**config.mk**
```make
export PLATFORM = sky130hd
export DESIGN_NAME = fetch_stage
export DESIGN_NICKNAME = d
export VERILOG_FILES = /design/src/rtl/fetch_stage.sv
export SDC_FILE = /design/constraint.sdc
export NUM_CORES = 1
export LEC_CHECK = 0
export CAP_MARGIN = 20
export CORE_AREA = 2 2 115 229
export CTS_CLUSTER_DIAMETER = 200
export DETAILED_ROUTE_END_ITERATION = 12
export DIE_AREA = 0 0 117 231
export GPL_TIMING_DRIVEN = 0
export PLACE_DENSITY = 0.8
export SKIP_CTS_REPAIR_TIMING = 1
export SLEW_MARGIN = 5
export SYNTH_ARGS = -nofsm -noshare
export SYNTH_HDL_FRONTEND = slang
export SYNTH_SLANG_ARGS = --single-unit
```
**constraint.sdc**
```tcl
create_clock -name clk -period 3.97 [get_ports clk]
set_clock_uncertainty 0.05 [all_clocks]
set_input_delay 0.397 -clock clk [delete_from_list [all_inputs] [get_ports clk]]
set_output_delay 0.397 -clock clk [all_outputs]
set_load 0.02 [all_outputs]
```
**src/rtl/fetch_stage.sv**
```systemverilog
// fetch_stage: owns the PC, issues word reads on the imem valid/ready channel,
// buffers in-order responses with their PC and presents {inst, pc, err} to decode.
// Redirect flushes the queue; responses still in flight are counted and dropped.
// Optional feature macro: FETCH_ALIGN_CHECK_EN (misaligned redirect pulses
// fetch_fault and parks the fetcher in HALT until an aligned redirect).
module fetch_stage #(
  parameter logic [31:0] RESET_PC = 32'h0000_0000,
  parameter int unsigned QDEPTH   = 4
) (
  input  logic        clk,
  input  logic        rst_n,
  input  logic        fetch_en,
  input  logic        redirect_valid,
  input  logic [31:0] redirect_pc,
  output logic        imem_req_valid,
  output logic [31:0] imem_req_addr,
  input  logic        imem_req_ready,
  input  logic        imem_rsp_valid,
  input  logic [31:0] imem_rsp_data,
  input  logic        imem_rsp_err,
  output logic        out_valid,
  output logic [31:0] out_inst,
  output logic [31:0] out_pc,
  output logic        out_err,
  input  logic        out_ready,
  output logic        fetch_fault
);

  localparam int unsigned AW = (QDEPTH > 1) ? $clog2(QDEPTH) : 1;
  localparam int unsigned CW = AW + 1;
  localparam logic [CW:0] QD = (CW + 1)'(QDEPTH);

  typedef enum logic {
    RUN,
    HALT
  } state_t;

  state_t          state;
  logic [31:0]     pc;
  logic [31:0]     q_pc   [QDEPTH];
  logic [31:0]     q_inst [QDEPTH];
  logic            q_err  [QDEPTH];
  logic [QDEPTH-1:0] q_filled;
  logic [AW-1:0]   head;
  logic [AW-1:0]   tail;
  logic [AW-1:0]   fill_ptr;
  logic [CW-1:0]   alloc_cnt;
  logic [CW-1:0]   pend_cnt;
  logic [CW-1:0]   discard_cnt;
  logic [CW:0]     in_use;
  logic            accept;
  logic            fill;
  logic            drop;
  logic            pop;

  // Request gating, handshake qualifiers and the head-of-queue view toward decode
  always_comb begin
    in_use         = {1'b0, alloc_cnt} + {1'b0, discard_cnt};
    imem_req_valid = (state == RUN) && fetch_en && (in_use < QD) && !redirect_valid;
    imem_req_addr  = pc;
    accept         = imem_req_valid && imem_req_ready;
    drop           = imem_rsp_valid && (discard_cnt != '0);
    fill           = imem_rsp_valid && (discard_cnt == '0);
    out_valid      = (alloc_cnt != '0) && q_filled[head];
    out_inst       = q_inst[head];
    out_pc         = q_pc[head];
    out_err        = q_err[head];
    pop            = out_valid && out_ready && !redirect_valid;
  end

  // Queue slots, pointers, PC and discard bookkeeping; redirect flushes everything
  always_ff @(posedge clk or negedge rst_n) begin
    if (!rst_n) begin
      pc          <= RESET_PC;
      head        <= '0;
      tail        <= '0;
      fill_ptr    <= '0;
      alloc_cnt   <= '0;
      pend_cnt    <= '0;
      discard_cnt <= '0;
      q_filled    <= '0;
      for (int unsigned i = 0; i < QDEPTH; i++) begin
        q_pc[i]   <= '0;
        q_inst[i] <= '0;
        q_err[i]  <= 1'b0;
      end
    end else if (redirect_valid) begin
      pc        <= redirect_pc & 32'hFFFF_FFFC;
      head      <= '0;
      tail      <= '0;
      fill_ptr  <= '0;
      alloc_cnt <= '0;
      pend_cnt  <= '0;
      q_filled  <= '0;
      // A response arriving now retires either one discard or one flushed pending slot
      discard_cnt <= discard_cnt + pend_cnt - CW'(imem_rsp_valid);
    end else begin
      if (accept) begin
        q_pc[tail] <= pc;
        pc         <= pc + 32'd4;
        tail       <= tail + AW'(1);
      end
      if (fill) begin
        q_inst[fill_ptr]   <= imem_rsp_data;
        q_err[fill_ptr]    <= imem_rsp_err;
        q_filled[fill_ptr] <= 1'b1;
        fill_ptr           <= fill_ptr + AW'(1);
      end
      if (drop) begin
        discard_cnt <= discard_cnt - CW'(1);
      end
      if (pop) begin
        q_filled[head] <= 1'b0;
        head           <= head + AW'(1);
      end
      alloc_cnt <= alloc_cnt + CW'(accept) - CW'(pop);
      pend_cnt  <= pend_cnt + CW'(accept) - CW'(fill);
    end
  end

`ifdef FETCH_ALIGN_CHECK_EN
  // RUN/HALT control with a registered one-cycle misaligned-redirect fault pulse
  always_ff @(posedge clk or negedge rst_n) begin
    if (!rst_n) begin
      state       <= RUN;
      fetch_fault <= 1'b0;
    end else begin
      fetch_fault <= 1'b0;
      if (redirect_valid) begin
        if (redirect_pc[1:0] != 2'b00) begin
          state       <= HALT;
          fetch_fault <= 1'b1;
        end else begin
          state <= RUN;
        end
      end
    end
  end
`else
  // Without alignment checking the fetcher never leaves RUN
  always_ff @(posedge clk or negedge rst_n) begin
    if (!rst_n) begin
      state <= RUN;
    end else begin
      state <= RUN;
    end
  end

  assign fetch_fault = 1'b0;
`endif

endmodule

```
=== Word-level counts from Yosys, hierarchy flattened ===
Index checks and enable logic that the tools add are counted.

* Shifts and indexed selects: 0
* $lt $le $gt $ge: 10
* Bitwise gates (word level): 7
* $mul: 0
* Equality and inequality tests: 0
* Div/mod/pow operators: 0
* Muxes and demuxes: 40
* Reductions and logical operators: 22
* Add/sub/neg operators: 12

{| class="wikitable"
|+ Operators by type and width
! operator !! count
|-
| 128-bit bitwise mux || 2
|-
| 32-bit 2-to-1 mux || 8
|-
| 32-bit binary-select mux with 2-bit select || 2
|-
| 32-bit demux with 2-bit select || 2
|-
| 32-bit by 3-bit adder with 32-bit output (second input constant) || 1
|-
| 4-bit 2-to-1 mux || 4
|-
| 1-bit logical AND || 12
|-
| 2-bit 2-to-1 mux || 6
|-
| 3-bit 2-to-1 mux || 4
|-
| 3-bit >= comparator (second input constant) || 3
|-
| 2-bit NOT with 3-bit output || 3
|-
| 3-bit by 1-bit subtractor with 3-bit output || 3
|-
| 2-bit nonzero test || 4
|-
| 2-bit by 1-bit adder with 2-bit output (second input constant) || 3
|-
| 3-bit by 1-bit adder with 3-bit output || 2
|-
| 1-bit demux with 2-bit select || 3
|-
| 2-bit by 3-bit less-than comparator with 1-bit output (second input constant) || 2
|-
| 3-bit by 1-bit less-than comparator with 1-bit output (second input constant) || 2
|-
| 1-bit 2-to-1 mux || 6
|-
| 3-bit nonzero test || 2
|-
| 3-bit by 3-bit adder with 4-bit output || 1
|-
| 4-bit bitwise AND || 1
|-
| 1-bit binary-select mux with 2-bit select || 2
|-
| 4-bit bitwise mux || 1
|-
| 10 further kinds || 12
|}

* Memories: 0
* Output and inout port bits: 100
* Bits in registers: 311
* RAM bits: 0
* Bits of input ports: 72
* Bits in read-only memories: 0
* Word-level logic and storage cells: 111
* Latch bits: 0

=== Depth between registers and ports, before layout ===
* Depth in word-level cells: 10
* Depth in mapped cells: 13
* Depth with buffers taken out: 11

=== Least setup slack after synthesis ===
Ideal clock, no wire load.

* Path kind: register to register
* Start point: register alloc_cnt[2]
* End point: register alloc_cnt[2]
* Period minus slack after synthesis: 2861 ps
* Data arrival time: 2680 ps
* Path buffers: 2
* Stages on the path, launching flop included: 14
* Setup slack: 1109 ps
* Library setup time: 132 ps
* Data required time: 3788 ps
* Cells stage by stage: dfrtp_1 > ha_1 > nor4_1 > and4_4 > buf_4 > inv_2 > buf_1 > ha_1 > inv_1 > ha_1 > inv_1 > fa_1 > xnor2_1 > nor2_1

* Cells in the longest elaborated chain, start to end: 8
* Elaborated cells between the ends (all ways): 12
* Classes of those cells: add/sub: 3; order compare: 1; mux: 1; reduce/logical: 7

{| class="wikitable"
|+ RTL lines
! element !! RTL line !! source
|-
| from (decl) || 47 || <nowiki>logic [CW-1:0] alloc_cnt;</nowiki>
|-
| from (signal assigned) || 116 || <nowiki>alloc_cnt <= alloc_cnt + CW'(accept) - CW'(pop);</nowiki>
|-
| 3-bit by 3-bit adder with 4-bit output || 58 || <nowiki>in_use = {1'b0, alloc_cnt} + {1'b0, discard_cnt};</nowiki>
|-
| 4-bit by 3-bit less-than comparator with 1-bit output || 59 || <nowiki>imem_req_valid = (state == RUN) && fetch_en && (in_use < QD) && !redirect_valid;</nowiki>
|-
| 1-bit logical AND (2 in series) || 59 ||
|-
| 1-bit logical AND || 61 || <nowiki>accept = imem_req_valid && imem_req_ready;</nowiki>
|-
| 3-bit by 1-bit adder with 3-bit output || 116 ||
|-
| 3-bit by 1-bit subtractor with 3-bit output (*) || 116 ||
|-
| 3-bit 2-to-1 mux (*) || 87 || <nowiki>end else if (redirect_valid) begin</nowiki>
|}

Every way passes the cells marked *; elsewhere a longest branch is shown, timed or not.
A chain may end at the register's enable or synchronous reset.

=== Final worst setup path ===
* Start point: register head[1]
* End point: output port out_pc[22]

* Cells in the longest elaborated chain, start to end: 4

{| class="wikitable"
|+ RTL lines
! element !! RTL line !! source
|-
| from (decl) || 44 || <nowiki>logic [AW-1:0] head;</nowiki>
|-
| from (signal assigned) || 114 || <nowiki>head <= head + AW'(1);</nowiki>
|-
| 2-bit NOT with 3-bit output (implied by the code) || 66 || <nowiki>out_pc = q_pc[head];</nowiki>
|-
| 32-bit binary-select mux with 2-bit select || 66 ||
|-
| 32-bit 2-to-1 mux (implied by the code) (2 in series) || 66 ||
|-
| to (decl) || 23 || <nowiki>output logic [31:0] out_pc,</nowiki>
|}

Every way passes these cells. The select of a mux whose other input is x is not followed.

==> results_dict.tcl <==
set metrics [dict create \
    multi_input_area_um2 5956 \
    synth_edf_count 0 \
    finalHoldViolations 0 \
    regToRegSetupSlack_ns 0.36 \
    cts_root_buffer "clkbuf_16" \
    ir_drop_mv 0.4163 \
    grt-ovfl-total 0 \
    start_util_pct 54.78 \
    hp-class "in -> reg" \
    setup_viol 0 \
    maxClockFrequency_ghz 0.2697 \
    dieHeight_um 231 \
    die_area_um2 27030 \
    cp.arrival_ns 3.26 \
    pin_count 172 \
    crit_path_end "out_pc[22]" \
    grt_pass1_vias 9402 \
    fp-row-count 83 \
    outcome "finished, final reports clean" \
    powerDensity_nw_per_um2 574.3 \
    core_um2 25440 \
    clk_path_buf_depth 3 \
    cts.sinks 301 \
    drtPass1Iterations 5 \
    synthTopCellsByArea "dfrtp_1, mux2_2, mux4_2" \
    drtAntennaViolNets 0 \
    grt_usage_pct 24.30 \
    synth_largest_area_cell "dfrtp_1" \
    antenna_found_initial 0 \
    clkSlewWorstSetupHoldPaths_ns 0.06 \
    area_growth_pct 21.99 \
    cp_max_fo 10 \
    dr.first_iter.drc_count 641 \
    drive_gt1_share_pct 32.58 \
    gp_congestion 0.8277 \
    nets 1269 \
    synth_area_per_cell_um2 14.38 \
    slew_headroom_pct 36.89 \
    crit_chain "clkbuf_1 > clkbuf_1 > mux4_2 > clkdlybuf4s50_1" \
    grt_pass1_wl_um 50740 \
    synth_warnings 0 \
    rr_worst_depth 13 \
    total_power_mw 9.764 \
    synth_flop_cell "dfrtp_1" \
    ys_seq_elements 301 \
    p_leak_nw 7.756 \
    dieWidth_um 117 \
    cp_slowest_cell "clkbuf_1" \
    reg2reg_to "alloc_cnt[2]" \
    min_period_over_period_pct 93.38 \
    seqCellArea_um2 7532 \
    final_cell_area_um2 17000 \
    drc 0 \
    insertion_delay_ns 0.55 \
    max_stage_delay_ns 0.77 \
    ys_seq_area_share_pct 54.04 \
    num_antenna_cells 0 \
    crit_top_cell "clkbuf_1" \
    wl_per_cell_um 20.91 \
    worstSetupStartpointType "flop" \
    r2r-start "discard_cnt[2]" \
    grt_max_degree 108 \
    cts_buffers 28 \
    period_minus_slack_ns 3.707 \
    slew_viol_final 0 \
    cp-end-kind "output port" \
    grt_setup_unrepaired "false" \
    cts_max_level 1 \
    nFillCells 1851 \
    min_from "redirect_pc[12]" \
    dp_hpwl_um 21550 \
    worstSetupPathType "reg -> out" \
    numPortBuffers 164 \
    netlist_area_um2 13940 \
    tightest_slew_ns 0.9467 \
    vias_per_cell 5.872 \
    tritoncts "yes" \
    cp.required_ns 3.52 \
    crit_start "head[1]" \
    vias 8973 \
    synthDominantCellAreaShare_pct 54.04 \
    drt-total-wl_um 31960 \
    syn_inst 969 \
    dpl_cell_area_um2 16080 \
    postSynth.asyncResetShare_pct 100.0 \
    cap_violations 0 \
    synth_cell_type_count 56 \
]
[logic make-up (layout without fill, tap and decap cells)]
family | Yosys count | after routing | synth area share (%)
fa+ha+maj | 27 | 27 | 2.585
other cells | 1 | 5 | 0.02690
simple gates | 144 | 144 | 5.287
flops | 301 | 301 | 54.04
buf+inv | 93 | 308 | 3.339
xor+xnor | 15 | 15 | 0.9426
mux | 309 | 309 | 30.11
compound gates | 79 | 79 | 3.671
[worst max-delay path, delay by kind of cell (launching register included)]
family	cells	cell delay [ns]
buffers and inverters	3	1.84
DFF	1	0.43
muxes	1	0.44
[stage by stage]
stage	hold slack (ns)	std cells	setup TNS (ns)	worst slack, ns	utilization (%)
2_1_floorplan	0.05141	973	0	1.109	-
4_1_cts	-0.1541	1527	0	0.2328	66.79
3_3_place_gp	0.4067	1477	-2951.43	-9.840	62.97
3_5_place_dp	0.4192	1479	-0.05976	-0.04688	63.20
5_1_grt	0.3737	1528	0	0.1403	66.83
6_report	0.3599	1528	0	0.2627	66.83
[cells in the final DEF (no fill, tap or decap), types with 8 or more instances in the layout]
cell	n
dfrtp_1	301
mux2_2	237
clkdlybuf4s50_1	163
mux4_2	64
nand2_1	62
clkbuf_1	42
o21ai_0	31
clkbuf_16	29
ha_1	24
nor2_1	23
inv_1	21
nand3_1	21
buf_2	16
buf_4	11
o211ai_1	9
xnor2_1	8
nand4_1	8
[Yosys cell counts, types with 3 or more instances]
| library cell | count |
|---|---|
| dfrtp_1 | 301 |
| mux2_2 | 237 |
| mux4_2 | 64 |
| nand2_1 | 62 |
| clkbuf_1 | 34 |
| o21ai_0 | 31 |
| ha_1 | 24 |
| nor2_1 | 23 |
| inv_1 | 21 |
| nand3_1 | 21 |
| buf_2 | 16 |
| buf_4 | 11 |
| o211ai_1 | 9 |
| nand4_1 | 8 |
| xnor2_1 | 8 |
| a21oi_1 | 7 |
| a22oi_1 | 7 |
| nor3_1 | 7 |
| xor2_1 | 7 |
| o311ai_1 | 6 |
| buf_1 | 5 |
| mux2_1 | 5 |
| a31oi_1 | 3 |
| fa_1 | 3 |
| mux2i_1 | 3 |
| nand4_4 | 3 |
| nor2b_1 | 3 |
| o21ai_1 | 3 |
[layer usage]
metal  GRT usage (%)  share of wire (%)  up-vias
li1                -                  -     3951
met1           33.65                 42     4648
met2           39.61                 50      301
met3           3.518                5.5       73
met4           7.868                2.9        0
met5               0                  0        -
[sequential cells by signal, indices dropped and copies added (netlist names)]
signal         cells
q_pc             120
tail               2
discard_cnt        3
pend_cnt           3
fill_ptr           2
q_err              4
q_inst           128
q_filled           4
imem_req_addr     30
alloc_cnt          3
head               2
[worst min path at each step]
stage	endpoint	slack, ns	cells after the start
3_3_place_gp	q_pc[36]	0.41	2
2_1_floorplan	alloc_cnt[0]	0.05	0
4_1_cts	q_pc[107]	-0.15	1
6_report	imem_req_addr[12]	0.36	3
3_5_place_dp	q_pc[78]	0.42	2
5_1_grt	imem_req_addr[12]	0.37	3
[power by group]
group          switching, mW  total, mW  internal (mW)
clock                   1.13       2.70           1.57
combinational           1.29       2.92           1.63
sequential             0.395       4.14           3.75
[area by class of cell]
type,count,share of cell area (%)
Sequential cell,301,44.30
Tap cell,340,2.502
Inverter,22,0.4857
Timing Repair Buffer,167,10.07
Clock inverter,5,0.4415
Multi-Input combinational cell,579,35.03
Buffer,71,2.252
Clock buffer,43,4.930
No activity file was read; power rests on OpenSTA's default activity.
